==> src/rtl/div_32by16_seq.sv <==
// rtl/div_32by16_seq.sv - sequential unsigned 32/16 restoring divider, one quotient bit per clock
// Operands on a valid/ready input handshake, quotient/remainder on a valid/ready output handshake.
`timescale 1ns/1ps
module div_32by16_seq #(
  parameter int DVD_W = 32,
  parameter int DVS_W = 16,
  parameter int CNT_W = 6
) (
  input  logic             clk,
  input  logic             rst_n,
  input  logic             in_valid,
  output logic             in_ready,
  input  logic [DVD_W-1:0] dividend,
  input  logic [DVS_W-1:0] divisor,
  output logic             out_valid,
  input  logic             out_ready,
  output logic [DVD_W-1:0] quotient,
  output logic [DVS_W-1:0] remainder,
  output logic             div_by_zero,
  output logic             busy
);

  typedef enum logic [1:0] {
    S_IDLE = 2'd0,
    S_CALC = 2'd1,
    S_DONE = 2'd2
  } state_t;

  state_t             r_state;
  state_t             w_state_nxt;

  // The dividend register doubles as the quotient register: each step shifts
  // a dividend bit out of the top and the new quotient bit into the bottom.
  logic [DVD_W-1:0]   r_dvd_sh;
  logic [DVS_W-1:0]   r_dvs;
  logic [DVS_W:0]     r_prem;
  logic [CNT_W-1:0]   r_cnt;
  logic [DVD_W-1:0]   r_quot;
  logic [DVS_W-1:0]   r_rem;
  logic               r_dbz;

  logic               w_dvs_zero;
  logic               w_last;
  logic [DVS_W+1:0]   w_shifted;
  logic [DVS_W+1:0]   w_sub;
  logic               w_borrow;
  logic [DVS_W:0]     w_prem_nxt;
  logic [DVD_W-1:0]   w_dvd_nxt;

  assign w_dvs_zero = (divisor == '0);
  assign w_last     = (r_cnt == CNT_W'(DVD_W - 1));

  // Two spare top bits so the sign of the trial subtraction is a plain borrow bit.
  assign w_shifted  = {r_prem, r_dvd_sh[DVD_W-1]};
  assign w_sub      = w_shifted - {2'b00, r_dvs};
  assign w_borrow   = w_sub[DVS_W+1];
  assign w_prem_nxt = w_borrow ? w_shifted[DVS_W:0] : w_sub[DVS_W:0];
  assign w_dvd_nxt  = {r_dvd_sh[DVD_W-2:0], ~w_borrow};

  always_ff @(posedge clk or negedge rst_n) begin
    if (!rst_n) begin
      r_state <= S_IDLE;
    end else begin
      r_state <= w_state_nxt;
    end
  end

  always_comb begin
    w_state_nxt = r_state;
    in_ready    = 1'b0;
    busy        = 1'b0;
    out_valid   = 1'b0;
    case (r_state)
      S_IDLE: begin
        in_ready = 1'b1;
        if (in_valid) begin
          w_state_nxt = w_dvs_zero ? S_DONE : S_CALC;
        end
      end
      S_CALC: begin
        busy = 1'b1;
        if (w_last) begin
          w_state_nxt = S_DONE;
        end
      end
      S_DONE: begin
        out_valid = 1'b1;
        if (out_ready) begin
          w_state_nxt = S_IDLE;
        end
      end
      default: begin
        w_state_nxt = S_IDLE;
      end
    endcase
  end

  always_ff @(posedge clk or negedge rst_n) begin
    if (!rst_n) begin
      r_dvd_sh <= '0;
      r_dvs    <= '0;
      r_prem   <= '0;
      r_cnt    <= '0;
      r_quot   <= '0;
      r_rem    <= '0;
      r_dbz    <= 1'b0;
    end else begin
      case (r_state)
        S_IDLE: begin
          if (in_valid) begin
            if (w_dvs_zero) begin
              r_quot <= '1;
              r_rem  <= dividend[DVS_W-1:0];
              r_dbz  <= 1'b1;
            end else begin
              r_dvd_sh <= dividend;
              r_dvs    <= divisor;
              r_prem   <= '0;
              r_cnt    <= '0;
            end
          end
        end
        S_CALC: begin
          r_dvd_sh <= w_dvd_nxt;
          r_prem   <= w_prem_nxt;
          r_cnt    <= r_cnt + 1'b1;
          if (w_last) begin
            r_quot <= w_dvd_nxt;
            r_rem  <= w_prem_nxt[DVS_W-1:0];
            r_dbz  <= 1'b0;
          end
        end
        default: begin
        end
      endcase
    end
  end

  // Result pins hold the last completed result until the next load.
  assign quotient    = r_quot;
  assign remainder   = r_rem;
  assign div_by_zero = r_dbz;

endmodule

==> config.mk <==
export PLATFORM = sky130hd
export DESIGN_NAME = div_32by16_seq
export DESIGN_NICKNAME = d
export VERILOG_FILES = /design/src/rtl/div_32by16_seq.sv
export SDC_FILE = /design/constraint.sdc
export NUM_CORES = 1
export LEC_CHECK = 0
export CAP_MARGIN = 0
export CORE_MARGIN = 2
export CORE_UTILIZATION = 40
export DETAILED_ROUTE_END_ITERATION = 10
export GPL_TIMING_DRIVEN = 0
export PLACE_DENSITY_LB_ADDON = 0.25
export SETUP_SLACK_MARGIN = 0.5
export SLEW_MARGIN = 0
export SYNTH_ARGS = -nofsm -noshare
export SYNTH_HDL_FRONTEND = slang
export SYNTH_SLANG_ARGS = --single-unit
==> constraint.sdc <==
create_clock -name clk -period 3.2 [get_ports clk]
set_input_delay 0.64 -clock clk [delete_from_list [all_inputs] [get_ports clk]]
set_output_delay 0.64 -clock clk [all_outputs]
set_load 0.1 [all_outputs]
# Word level (Yosys, flattened, before mapping)
# Index checks and enable logic that the tools add are counted.
# op_classes
add_sub_neg	2
n_eq_ne	8
muxes	30
bitwise_logic	2
n_reduce_logical	7
# op_table
op	n
32-bit 2-to-1 mux	5
32-bit one-hot mux with 2 select lines	2
17-bit 2-to-1 mux	3
16-bit 2-to-1 mux	3
17-bit one-hot mux with 2 select lines	1
16-bit one-hot mux with 2 select lines	1
18-bit by 16-bit subtractor with 18-bit output	1
16-bit zero test	1
6-bit 2-to-1 mux	2
6-bit one-hot mux with 2 select lines	1
2-bit inequality test (second input constant)	5
3-bit AND reduction	3
2-bit 2-to-1 mux	4
6-bit by 1-bit adder with 6-bit output (second input constant)	1
6-bit by 5-bit equality test with 1-bit output (second input constant)	1
1-bit 2-to-1 mux	6
2-bit one-hot mux with 3 select lines	1
4-bit AND reduction	1
2-bit by 1-bit equality test with 1-bit output (second input constant)	1
2-bit equality test (second input constant)	1
2-bit zero test	1
1-bit inverter	2
1-bit one-hot mux with 2 select lines	1
2-bit nonzero test	1
# totals
register_bits	122
input_bits	52
out_inout_bits	52
elab_cells	57

# Logic depth before layout (Yosys ltp)
# Gate-level depths: netlist of the first run.
# depth
depth_word	4
ltp_mapped	11
mapped_depth_nobuf	11

# Least setup slack after synthesis of the first run
# No wires, ideal clock.
# synth_timing
path_type	register to register
start	reg r_dvd_sh[31]
end	reg r_rem[14] (netlist: remainder[14])
setup_ns	0.096
t_arrival_ns	2.558
required_ns	3.104
path_slack_ns	0.546
stages_incl_launch_ff	12
n_path_buf	0
synth_period_minus_slack_ns	2.654
path_cell_list	dfrtp_1 > inv_1 > ha_1 > inv_1 > fa_1 > a21o_1 > a221oi_2 > o21ai_0 > a2111oi_0 > xnor2_1 > nand2_1 > o31ai_1
# synth_via
elab_chain_len	4
# synth_rtl
item	line_no	source
from (decl)	34	logic [DVD_W-1:0] r_dvd_sh;
from (signal assigned)	116	r_dvd_sh <= dividend;
from (signal assigned)	124	r_dvd_sh <= w_dvd_nxt;
18-bit by 16-bit subtractor with 18-bit output	55	assign w_sub = w_shifted - {2'b00, r_dvs};
17-bit 2-to-1 mux	57	assign w_prem_nxt = w_borrow ? w_shifted[DVS_W:0] : w_sub[DVS_W:0];
16-bit 2-to-1 mux	127	if (w_last) begin
16-bit one-hot mux with 2 select lines	108	case (r_state)
to (signal assigned)	113	r_rem <= dividend[DVS_W-1:0];
to (signal assigned)	129	r_rem <= w_prem_nxt[DVS_W-1:0];
to (decl)	39	logic [DVS_W-1:0] r_rem;
# No other way between the ends. The select of a mux whose other input is x is not followed.
# A chain may end at the register's enable or synchronous reset.

# Final worst setup path of the first run
# layout_timing
start	reg r_dvd_sh[31]
end	reg r_prem[16]
# layout_via
elab_chain_len	3
# layout_rtl
item	line_no	source
18-bit by 16-bit subtractor with 18-bit output	55	
17-bit 2-to-1 mux	57	
17-bit one-hot mux with 2 select lines	108	
to (signal assigned)	125	r_prem <= w_prem_nxt;
to (decl)	36	logic [DVS_W:0] r_prem;
# No other way between the ends.

==> results by group, run 1 <==
Logic synthesis
  • Dominant cell type by area after synthesis: dfrtp_1
  • Syn Inst Count: 696
  • Top post-synthesis cells by area: dfrtp_1, nor2_1, nand2_1
  • Syn Nets: 766
  • Mapped cell area: 0.006178 mm^2
  • Synth cell types: just under 60
  • Most common cell in the netlist: dfrtp_1
  • EDFF count, synth: 0
  • Async set-reset flop share out of synthesis: 100.0%
  • Share of the synthesized area in the top cell type: 49.41%
  • Total of warnings raised by yosys: 0
  • Ys flop type: dfrtp_1
  • Seq cells post-synth: between 100 and 150
  • Top cells by count, synth: dfrtp_1, nor2_1, nand2_1
  • Syn Area/Cell: 8.877 um^2
  • Post-synthesis sequential area ratio: 49.41%

Final layout
  • Share of layout cells above drive strength 1: between 10% and 20%
  • Fin area: 0.008403 mm^2
  • Reg area: 0.003053 mm^2
  • # fillers: about 1300
  • Area grow syn2layout: 36.01%
  • Multi-input gate area in the final layout: 0.003074 mm^2
  • Diode count: 0
  • NumNets Final: 903

Global route
  • First-pass GRT wire length: between 20 and 30 mm
  • Total track usage: 22.39%
  • Largest net degree at the start of global routing: between 90 and 100
  • GRT overflow: 0
  • Number of global-route vias before repair: 5583
  • Initial antenna violation count: 0

Setup path
  • Critical path's slowest cell: dfrtp_1
  • WP data arrival: 2970 ps
  • Reg2reg end: r_prem[16]
  • R2R Setup Slk: about 530 ps
  • Worst-path fanout max: 4
  • R2R depth: 11
  • CP dominant cell by count: inv_2
  • Slowest stage delay, CP: 420 ps
  • CP Capture Type: flip-flop
  • Setup CP Type: flip-flop to flip-flop
  • Cells along the critical path: inv_2, ha_4, inv_2, fa_2, a21o_1, a221oi_4, o2bb2ai_2, a21boi_2, o21ai_2, a32o_1, or3_1
  • CP required: 3500 ps
  • Reg2reg start: r_dvd_sh[31]
  • Startpoint types: flip-flop

Clock network
  • H-tree levels: 4
  • # clock sinks: 122
  • Reg clk slew, reported paths: 60 ps
  • Root Driver: clkbuf_16
  • Hold buffers post-CTS: 0
  • CTS buffer count: 17
  • Clk_lat worst skew: 420 ps
  • CTS Buffer Depth: 2
  • CTS tree: done

Placement
  • Quantity of I/O buffers inserted on ports: 103
  • Post-DP HPWL: 13.04 mm
  • Gpl congestion: 0.8732
  • DP Area: approximately 0.0075 mm^2

Timing
  • Slew headroom: 31.25%
  • Slew Viols, Final: 0
  • Final worst path period need: 2670 ps
  • Hold Vio Cnt, Final: 0
  • Clock skew: 6.453 ps
  • Final TNS setup: 0 ps
  • Setup violators final: 0
  • RSZ-0062 raised after global routing: yes
  • Measured slew at the worst slew-check pin: 1028 ps
  • Fmax achieved: between 0.3 and 0.4 GHz
  • Final Cycle Share: 83.45%

Routing
  • WL/cell: 17.10 um
  • Vias: approximately 5600
  • Final WL: 17.68 mm
  • Vias/cell: 5.438
  • DRC: 0
  • Pre-Repair DR Iteration Count: 5
  • Starting DRT DRC Count: 569
  • Antenna Nets Post-Route: 0

Die
  • FP Rows: 45
  • Height of the die: between 100 and 150 um
  • I/O Pins: ~100
  • Die width: 128.3 um
  • Die area: 0.01646 mm^2
  • Core area: around 0.015 mm^2
  • Initial Utilization: between 40% and 50%

Outcome
  • Status: finished, final reports clean

Run
  • Max cap viols: 0

Min path
  • Worst Hold Class: input pin to asynchronous set/reset pin
==> metal layers <==
layer	track usage, %	share of wire, %	vias up
li1	-	-	2696
met1	29.02	43	2707
met2	36.86	49	190
met3	5.008	6.6	30
met4	8.145	1.9	0
met5	0	0	-
==> through the flow <==
step                      cells  utilization, %  worst slack, ps  hold slack (ps)
final                      1034           55.48            529.6            91.66
after global routing       1034           55.48            399.4            104.0
after CTS                  1031           54.49            434.5            98.31
after detailed placement    988           49.34           -610.4            496.6
after global placement      987           49.15            -3178            492.6
after floorplan             696               -            545.9            344.4
==> cell usage in the layout (no fill, tap or decap), types with 3 or more instances in the layout <==
cell,synthesis,layout
ha_1,17,14
a31oi_1,38,38
clkbuf_2,0,4
nor4_1,5,3
clkbuf_16,0,17
dfrtp_1,122,122
buf_6,1,5
xor2_1,8,7
buf_2,5,8
nand3_1,16,16
inv_1,21,18
o21ai_2,0,5
o21ai_0,29,21
clkbuf_1,30,22
o21a_1,4,4
nand4_1,7,7
buf_4,1,13
inv_2,0,3
clkbuf_4,0,3
a21o_1,7,7
and3_1,4,4
nand2_2,1,4
a21oi_1,60,58
a22oi_2,0,6
o21ai_1,1,4
nor2_1,121,121
nand2_1,107,104
clkinvlp_4,0,5
mux2_2,17,17
xnor2_1,9,9
buf_1,5,3
o211ai_1,5,5
clkdlybuf4s50_1,0,99
nor3_1,5,5
nand2b_1,5,5
==> critical path: cells and delay by family, from the launching register on <==
kind | cells | cell delay (ps)
fa+ha+maj | 2 | 510
buf+inv | 2 | 130
compound gates | 6 | 1200
flops | 1 | 420
simple gates | 1 | 300
==> registers in the layout (all words and copies together) (netlist names) <==
signal and flops:
remainder 16, r_dvs 16, quotient 32, r_dvd_sh 32, r_cnt 6, r_state 2, r_prem 17, div_by_zero 1
==> how the worst max path moves through the flow <==
stage / cells after the start / from / slack [ps] / to
global placement: 1 / rst_n / -3180 / quotient[3]
floorplan: 11 / r_dvd_sh[31] / 550 / remainder[14]
detailed placement: 8 / divisor[1] / -610 / quotient[30]
finish: 11 / r_dvd_sh[31] / 530 / r_prem[16]
CTS: 5 / r_state[1] / 430 / busy
global route: 10 / r_dvs[14] / 400 / remainder[7]
==> final cells by class <==
class                      instances  area share [%]
multi-input combinational        511           36.58
sequential                       122           36.33
timing repair buffer             118           13.89
clock buffer                      19           5.390
tap                              188           2.799
buffer                            42           2.367
clock inverter                    13           1.697
inverter                          21          0.9381
==> cells by family (layout without fill, tap and decap cells) <==
group,after synthesis,count (layout),share of synthesized area [%]
simple gates,283,283,19.24
compound gates,173,173,17.29
flops,122,122,49.41
buf+inv,63,213,4.111
mux,19,19,3.503
fa+ha+maj,18,18,3.767
xor+xnor,18,18,2.673
==> repair_timing <==
| action | in CTS | in global routing |
|---|---|---|
| setup buffers | 11 | 3 |
| endpoints found under the setup margin | 86 | 76 |
| pin swaps | 12 | 16 |
| gates resized for setup | 40 | 35 |
Power of run 1 is not shown: default switching activity piles up to over one toggle a cycle in this logic, so the estimate is an artifact.
==> run 2: changes to the inputs <==
==> constraint.sdc (replaced) <==
create_clock -name clk -period 2.17 [get_ports clk]
set_input_delay 0.434 -clock clk [delete_from_list [all_inputs] [get_ports clk]]
set_output_delay 0.434 -clock clk [all_outputs]
set_load 0.1 [all_outputs]
==> results by group, run 2 (synthesized netlist as in run 1, its figures left out) <==
Setup path
  • Reg2reg end: remainder[14] (was r_prem[16])
  • Worst-path fanout max: 4 (unchanged)
  • CP Capture Type: flip-flop (unchanged)
  • Startpoint types: flip-flop (unchanged)
  • Cells along the critical path: inv_1, ha_2, inv_2, fa_2, a21o_1, a221oi_4, o21ai_2, a2111oi_4, xnor2_1, nand2_1, o31ai_1 (was inv_2, ha_4, inv_2, fa_2, a21o_1, a221oi_4, o2bb2ai_2, a21boi_2, o21ai_2, a32o_1, or3_1)
  • Setup CP Type: flip-flop to flip-flop (unchanged)
  • WP data arrival: 3070 ps (was 2970 ps)
  • Critical path's slowest cell: dfrtp_1 (unchanged)
  • Slowest stage delay, CP: 420 ps (about the same)
  • R2R Setup Slk: -580 ps (was 530 ps)
  • R2R depth: 11 (unchanged)
  • CP required: 2500 ps (was 3500 ps)
  • Reg2reg start: r_dvd_sh[31] (unchanged)

Clock network
  • CTS Buffer Depth: 2 (unchanged)
  • # clock sinks: 122 (unchanged)
  • Reg clk slew, reported paths: 60 ps (about the same)
  • H-tree levels: 4 (unchanged)
  • CTS buffer count: 17 (unchanged)
  • Clk_lat worst skew: 430 ps (was 420 ps)
  • CTS tree: done (unchanged)
  • Root Driver: clkbuf_16 (unchanged)

Routing
  • Starting DRT DRC Count: 597 (was 569)
  • Vias/cell: 5.810 (was 5.438)
  • Pre-Repair DR Iteration Count: 5 (unchanged)
  • Final WL: 23.28 mm (was 17.68 mm)
  • WL/cell: 21.16 um (was 17.10 um)
  • Vias: 6391 (was 5623)
  • Antenna Nets Post-Route: 0 (unchanged)
  • DRC: 0 (unchanged)

Timing
  • Clock skew: 6.828 ps (was 6.453 ps)
  • Final WS setup: -578.5 ps (was 529.6 ps)
  • Final worst path period need: 2749 ps (was 2670 ps)
  • Measured slew at the worst slew-check pin: 532.6 ps (was 1028 ps)
  • RSZ-0062 raised after global routing: yes (unchanged)
  • Final Cycle Share: 126.7% (was 83.45%)
  • Setup violators final: 34 (was 0)
  • Slew Viols, Final: 0 (unchanged)
  • Fmax achieved: 0.3638 GHz (was 0.3745 GHz)
  • Hold Vio Cnt, Final: 0 (unchanged)
  • Final TNS setup: -12630 ps (was 0 ps)
  • Slew headroom: 64.49% (was 31.25%)

Global route
  • Total track usage: 25.52% (was 22.39%)
  • GRT overflow: 0 (unchanged)
  • First-pass GRT wire length: 32.21 mm (was 28.35 mm)
  • Initial antenna violation count: 0 (unchanged)
  • Largest net degree at the start of global routing: 98 (was 93)
  • Number of global-route vias before repair: 6023 (was 5583)

Die
  • Initial Utilization: 40.79% (unchanged)
  • Core area: 0.01515 mm^2 (unchanged)
  • FP Rows: 45 (unchanged)
  • Height of the die: 128.3 um (unchanged)
  • I/O Pins: 104 (unchanged)
  • Die width: 128.3 um (unchanged)
  • Die area: 0.01646 mm^2 (unchanged)

Final layout
  • Diode count: 0 (unchanged)
  • Share of layout cells above drive strength 1: 43.97% (was 14.54%)
  • Commonest non-fill, non-tap cell in the layout: dfrtp_1 (unchanged)
  • NumNets Final: 969 (was 903)
  • Final non-filler cell total: 1100 (was 1034)
  • Fin area: 0.01014 mm^2 (was 0.008403 mm^2)
  • Area grow syn2layout: 64.16% (was 36.01%)
  • Most frequent cells in the layout: dfrtp_1, nand2_1, nor2_1, buf_4, a21oi_2 (was dfrtp_1, nor2_1, nand2_1, clkdlybuf4s50_1, a21oi_1)
  • # fillers: 1086 (was 1342)

Min path
  • Worst Hold Class: input pin to flip-flop (was input pin to asynchronous set/reset pin)
  • WHS Endpoint: r_dvs[13]
  • Hold depth: 2
  • Hold Startpoint: divisor[13]

Placement
  • DP Area: 0.007679 mm^2 (was 0.007473 mm^2)
  • Gpl congestion: 0.8476 (was 0.8732)
  • Post-DP HPWL: 13.52 mm (was 13.04 mm)
  • Post-placement cell count: 988 (unchanged)
  • Quantity of I/O buffers inserted on ports: 103 (unchanged)
  • Dpl ws: -786.0 ps (was -610.4 ps)

Run
  • Max cap viols: 0 (unchanged)

Outcome
  • Status: finished, violations left (was finished, final reports clean)
  • Failing checks: setup timing
run 2: cell types whose count changed in the layout (fill, tap and decap cells not counted), moves of 11 or more:
cell,before,now
clkbuf_4,3,14
buf_12,0,12
a21oi_2,2,39
buf_2,8,38
clkdlybuf4s50_1,99,33
a31oi_4,0,11
a31oi_1,38,20
buf_4,13,57
a21oi_1,58,20
clkbuf_1,22,3
buf_6,5,31
nor2_1,121,87
nor2_4,0,27
run 2: stage by stage:
step	utilization, %	hold WS (ps)
2_1_floorplan	-	138.4
3_3_place_gp	50.51	467.3
3_5_place_dp	50.70	316.1
4_1_cts	60.22	254.0
5_1_grt	66.96	254.7
6_report	66.96	243.3
run 2: metal layers:
layer,GRT usage (%),part of all wire [%],up-vias
li1,-,-,2840
met5,0,0,-
met2,42.24,50,331
met3,5.050,7.0,78
met1,33.28,40,3142
met4,9.373,3.5,0
run 2: timing repair:
item	in CTS	in global routing
hold endpoints to repair	25	0
setup endpoints to repair	174	122
hold buffers	1	0
resized for setup	494	209
setup buffers	40	29
gates cloned	5	5
pin swaps	45	52
run 2: final cells by class:
cell class                      instances  area (um^2)  share of cell area [%]
Tap cell                              188        235.2                   2.319
Clock inverter                         13        146.4                   1.443
Timing Repair Buffer                  183         1697                   16.73
Clock buffer                           19        452.9                   4.466
Sequential cell                       122         3055                   30.13
Inverter                               21        88.84                  0.8759
Multi-Input combinational cell        512         4000                   39.44
Buffer                                 42        466.7                   4.602
run 2: how the worst max path moves through the flow:
stage                      start             to  slack (ps)
global route        r_dvd_sh[31]  remainder[14]        -710
floorplan           r_dvd_sh[31]     r_prem[16]        -340
global placement           rst_n      r_dvs[11]       -4030
finish              r_dvd_sh[31]  remainder[14]        -580
detailed placement    r_prem[13]     r_prem[15]        -790
CTS                   r_prem[13]  remainder[15]        -490
run 2: worst max-delay path, delay by kind of cell (launching register included):
kind | cells | cell delay [ps]
compound gates | 5 | 1290
xor+xnor | 1 | 170
fa+ha+maj | 2 | 510
buf+inv | 2 | 130
flops | 1 | 420
simple gates | 1 | 120
Power of run 2 is left out for the same reason.
==> run 3: changes to the inputs <==
--- a/config.mk
+++ b/config.mk
@@ -6,6 +6,7 @@
 export NUM_CORES = 1
 export LEC_CHECK = 0
 export CAP_MARGIN = 0
+export CORE_ASPECT_RATIO = 0.75
 export CORE_MARGIN = 2
 export CORE_UTILIZATION = 40
 export DETAILED_ROUTE_END_ITERATION = 10
==> results by group, run 3 (synthesized netlist as in run 1, its figures left out) <==
Setup path
  • WP data arrival: 3130 ps (was 3070 ps)
  • Reg2reg start: r_dvd_sh[31] (unchanged)
  • R2R Setup Slk: -660 ps (was -580 ps)
  • R2R depth: 12 (was 11)
  • Setup CP Type: flip-flop to flip-flop (unchanged)
  • Startpoint types: flip-flop (unchanged)
  • CP required: 2470 ps (was 2500 ps)
  • Worst-path fanout max: 4 (unchanged)
  • CP Capture Type: flip-flop (unchanged)
  • Reg2reg end: r_prem[16] (was remainder[14])

Clock network
  • H-tree levels: 4 (unchanged)
  • CTS buffer count: 17 (unchanged)
  • Reg clk slew, reported paths: 60 ps (about the same)
  • CTS tree: done (unchanged)
  • Clk_lat worst skew: 420 ps (was 430 ps)
  • # clock sinks: 122 (unchanged)
  • CTS Buffer Depth: 2 (unchanged)
  • Root Driver: clkbuf_16 (unchanged)

Final layout
  • NumNets Final: 945 (was 969)
  • Most frequent cells in the layout: dfrtp_1, nor2_1, nand2_1, a21oi_1, buf_4 (was dfrtp_1, nand2_1, nor2_1, buf_4, a21oi_2)
  • Diode count: 0 (unchanged)
  • Share of layout cells above drive strength 1: 33.67% (was 43.97%)
  • # fillers: 1235 (was 1086)
  • Commonest non-fill, non-tap cell in the layout: dfrtp_1 (unchanged)
  • Post-layout util: 62.21% (was 66.96%)
  • Area grow syn2layout: 52.79% (was 64.16%)

Min path
  • Hold depth: 2 (unchanged)
  • Worst Hold Class: input pin to flip-flop (unchanged)
  • Hold Startpoint: divisor[15] (was divisor[13])
  • WHS Endpoint: r_dvs[15] (was r_dvs[13])

Placement
  • Quantity of I/O buffers inserted on ports: 103 (unchanged)
  • Post-DP HPWL: 13.93 mm (was 13.52 mm)
  • Gpl congestion: 0.8593 (was 0.8476)
  • Dpl ws: -781.1 ps (was -786.0 ps)

Routing
  • WL/cell: 19.05 um (was 21.16 um)
  • Pre-Repair DR Iteration Count: 7 (was 5)
  • Starting DRT DRC Count: 476 (was 597)
  • DRC: 0 (unchanged)
  • Vias/cell: 5.552 (was 5.810)
  • Antenna Nets Post-Route: 0 (unchanged)
  • Final WL: 20.82 mm (was 23.28 mm)
  • Vias: 6068 (was 6391)

Timing
  • Clock skew: 8.112 ps (was 6.828 ps)
  • Slew Viols, Final: 0 (unchanged)
  • RSZ-0062 raised after global routing: yes (unchanged)
  • Final WS setup: -659.6 ps (was -578.5 ps)
  • Final Cycle Share: 130.4% (was 126.7%)
  • Setup violators final: 35 (was 34)
  • Hold Vio Cnt, Final: 0 (unchanged)
  • Fmax achieved: 0.3534 GHz (was 0.3638 GHz)
  • Final worst path period need: 2830 ps (was 2749 ps)
  • Measured slew at the worst slew-check pin: 603.1 ps (was 532.6 ps)
  • Slew headroom: 59.79% (was 64.49%)

Die
  • FP Rows: 39 (was 45)
  • Initial Utilization: 40.71% (was 40.79%)
  • Core area: 0.01518 mm^2 (was 0.01515 mm^2)
  • Die area: 0.01647 mm^2 (was 0.01646 mm^2)
  • Height of the die: 111.6 um (was 128.3 um)
  • Die width: 147.5 um (was 128.3 um)
  • I/O Pins: 104 (unchanged)

Outcome
  • Status: finished, violations left (unchanged)
  • Failing checks: setup timing (unchanged)

Global route
  • Number of global-route vias before repair: 5970 (was 6023)
  • Largest net degree at the start of global routing: 72 (was 98)
  • Total track usage: 25.39% (was 25.52%)
  • First-pass GRT wire length: 32.41 mm (was 32.21 mm)
  • GRT overflow: 0 (unchanged)
  • Initial antenna violation count: 0 (unchanged)

Run
  • Max cap viols: 0 (unchanged)
==> run 3: cell types whose count changed in the layout (fill, tap and decap cells not counted), sizes merged <==
cell           before  now
clkinvlp            5    0
o21ai              31   30
clkinv              6    4
bufbuf              0    1
dlygate4sd2         1    3
buf               149  116
bufinv              2    4
clkbuf             58   67
clkdlybuf4s15       2    5
==> run 3: final cells by class <==
type / count / area, um^2 / share of cell area, %
Clock inverter: 8 / 140.1 / 1.484
Sequential cell: 122 / 3054 / 32.35
Inverter: 21 / 88.84 / 0.9410
Buffer: 42 / 415.4 / 4.400
Clock buffer: 24 / 481.7 / 5.103
Tap cell: 205 / 256.5 / 2.717
Multi-Input combinational cell: 511 / 3575 / 37.87
Timing Repair Buffer: 160 / 1429 / 15.14
==> run 3: worst max path at each step <==
stage	start	to	cells after the start
final	r_dvd_sh[31]	r_prem[16]	12
after global routing	r_dvd_sh[31]	r_prem[16]	12
after global placement	rst_n	quotient[13]	1
after floorplan	r_dvd_sh[31]	r_prem[16]	11
after detailed placement	r_prem[13]	remainder[15]	9
after CTS	r_dvd_sh[31]	remainder[14]	11
==> run 3: routing by layer <==
layer	share of wire (%)	wire length (um)	vias to the layer above	GRT usage [%]
met2	46	9484	249	37.80
met5	0	0	-	0
li1	-	-	2780	-
met3	7.1	1480	31	6.762
met4	1.5	308	0	7.885
met1	46	9548	3008	36.34
==> run 3: critical path, stage by stage, from the launching register on <==
cell and delay [ps]:
dfrtp_1 390, inv_2 90, ha_4 130, inv_2 40, fa_2 380, a21o_1 230
a221oi_4 360, buf_4 180, o2bb2ai_2 70, a21boi_2 200, o21ai_2 100, a32o_1 240
or3_1 300
==> run 3: what timing repair did <==
action / in CTS / in global routing
hold buffers: 1 / 0
endpoints found under the hold margin: 28 / 0
pin swaps: 47 / 29
endpoints found under the setup margin: 174 / 133
setup buffers: 36 / 15
gates cloned: 3 / 1
gates resized for setup: 438 / 114
==> run 3: through the flow <==
step	setup TNS (ps)	hold slack, ps	instance area (um^2)	instances
4_1_cts	-13450	291.5	8932	1077
3_3_place_gp	-547100	462.1	7671	1004
2_1_floorplan	-7965	138.4	6384	696
3_5_place_dp	-64580	419.7	7700	1005
5_1_grt	-17740	242.3	9440	1093
6_report	-13860	249.7	9440	1093
Power of run 3 is left out for the same reason.
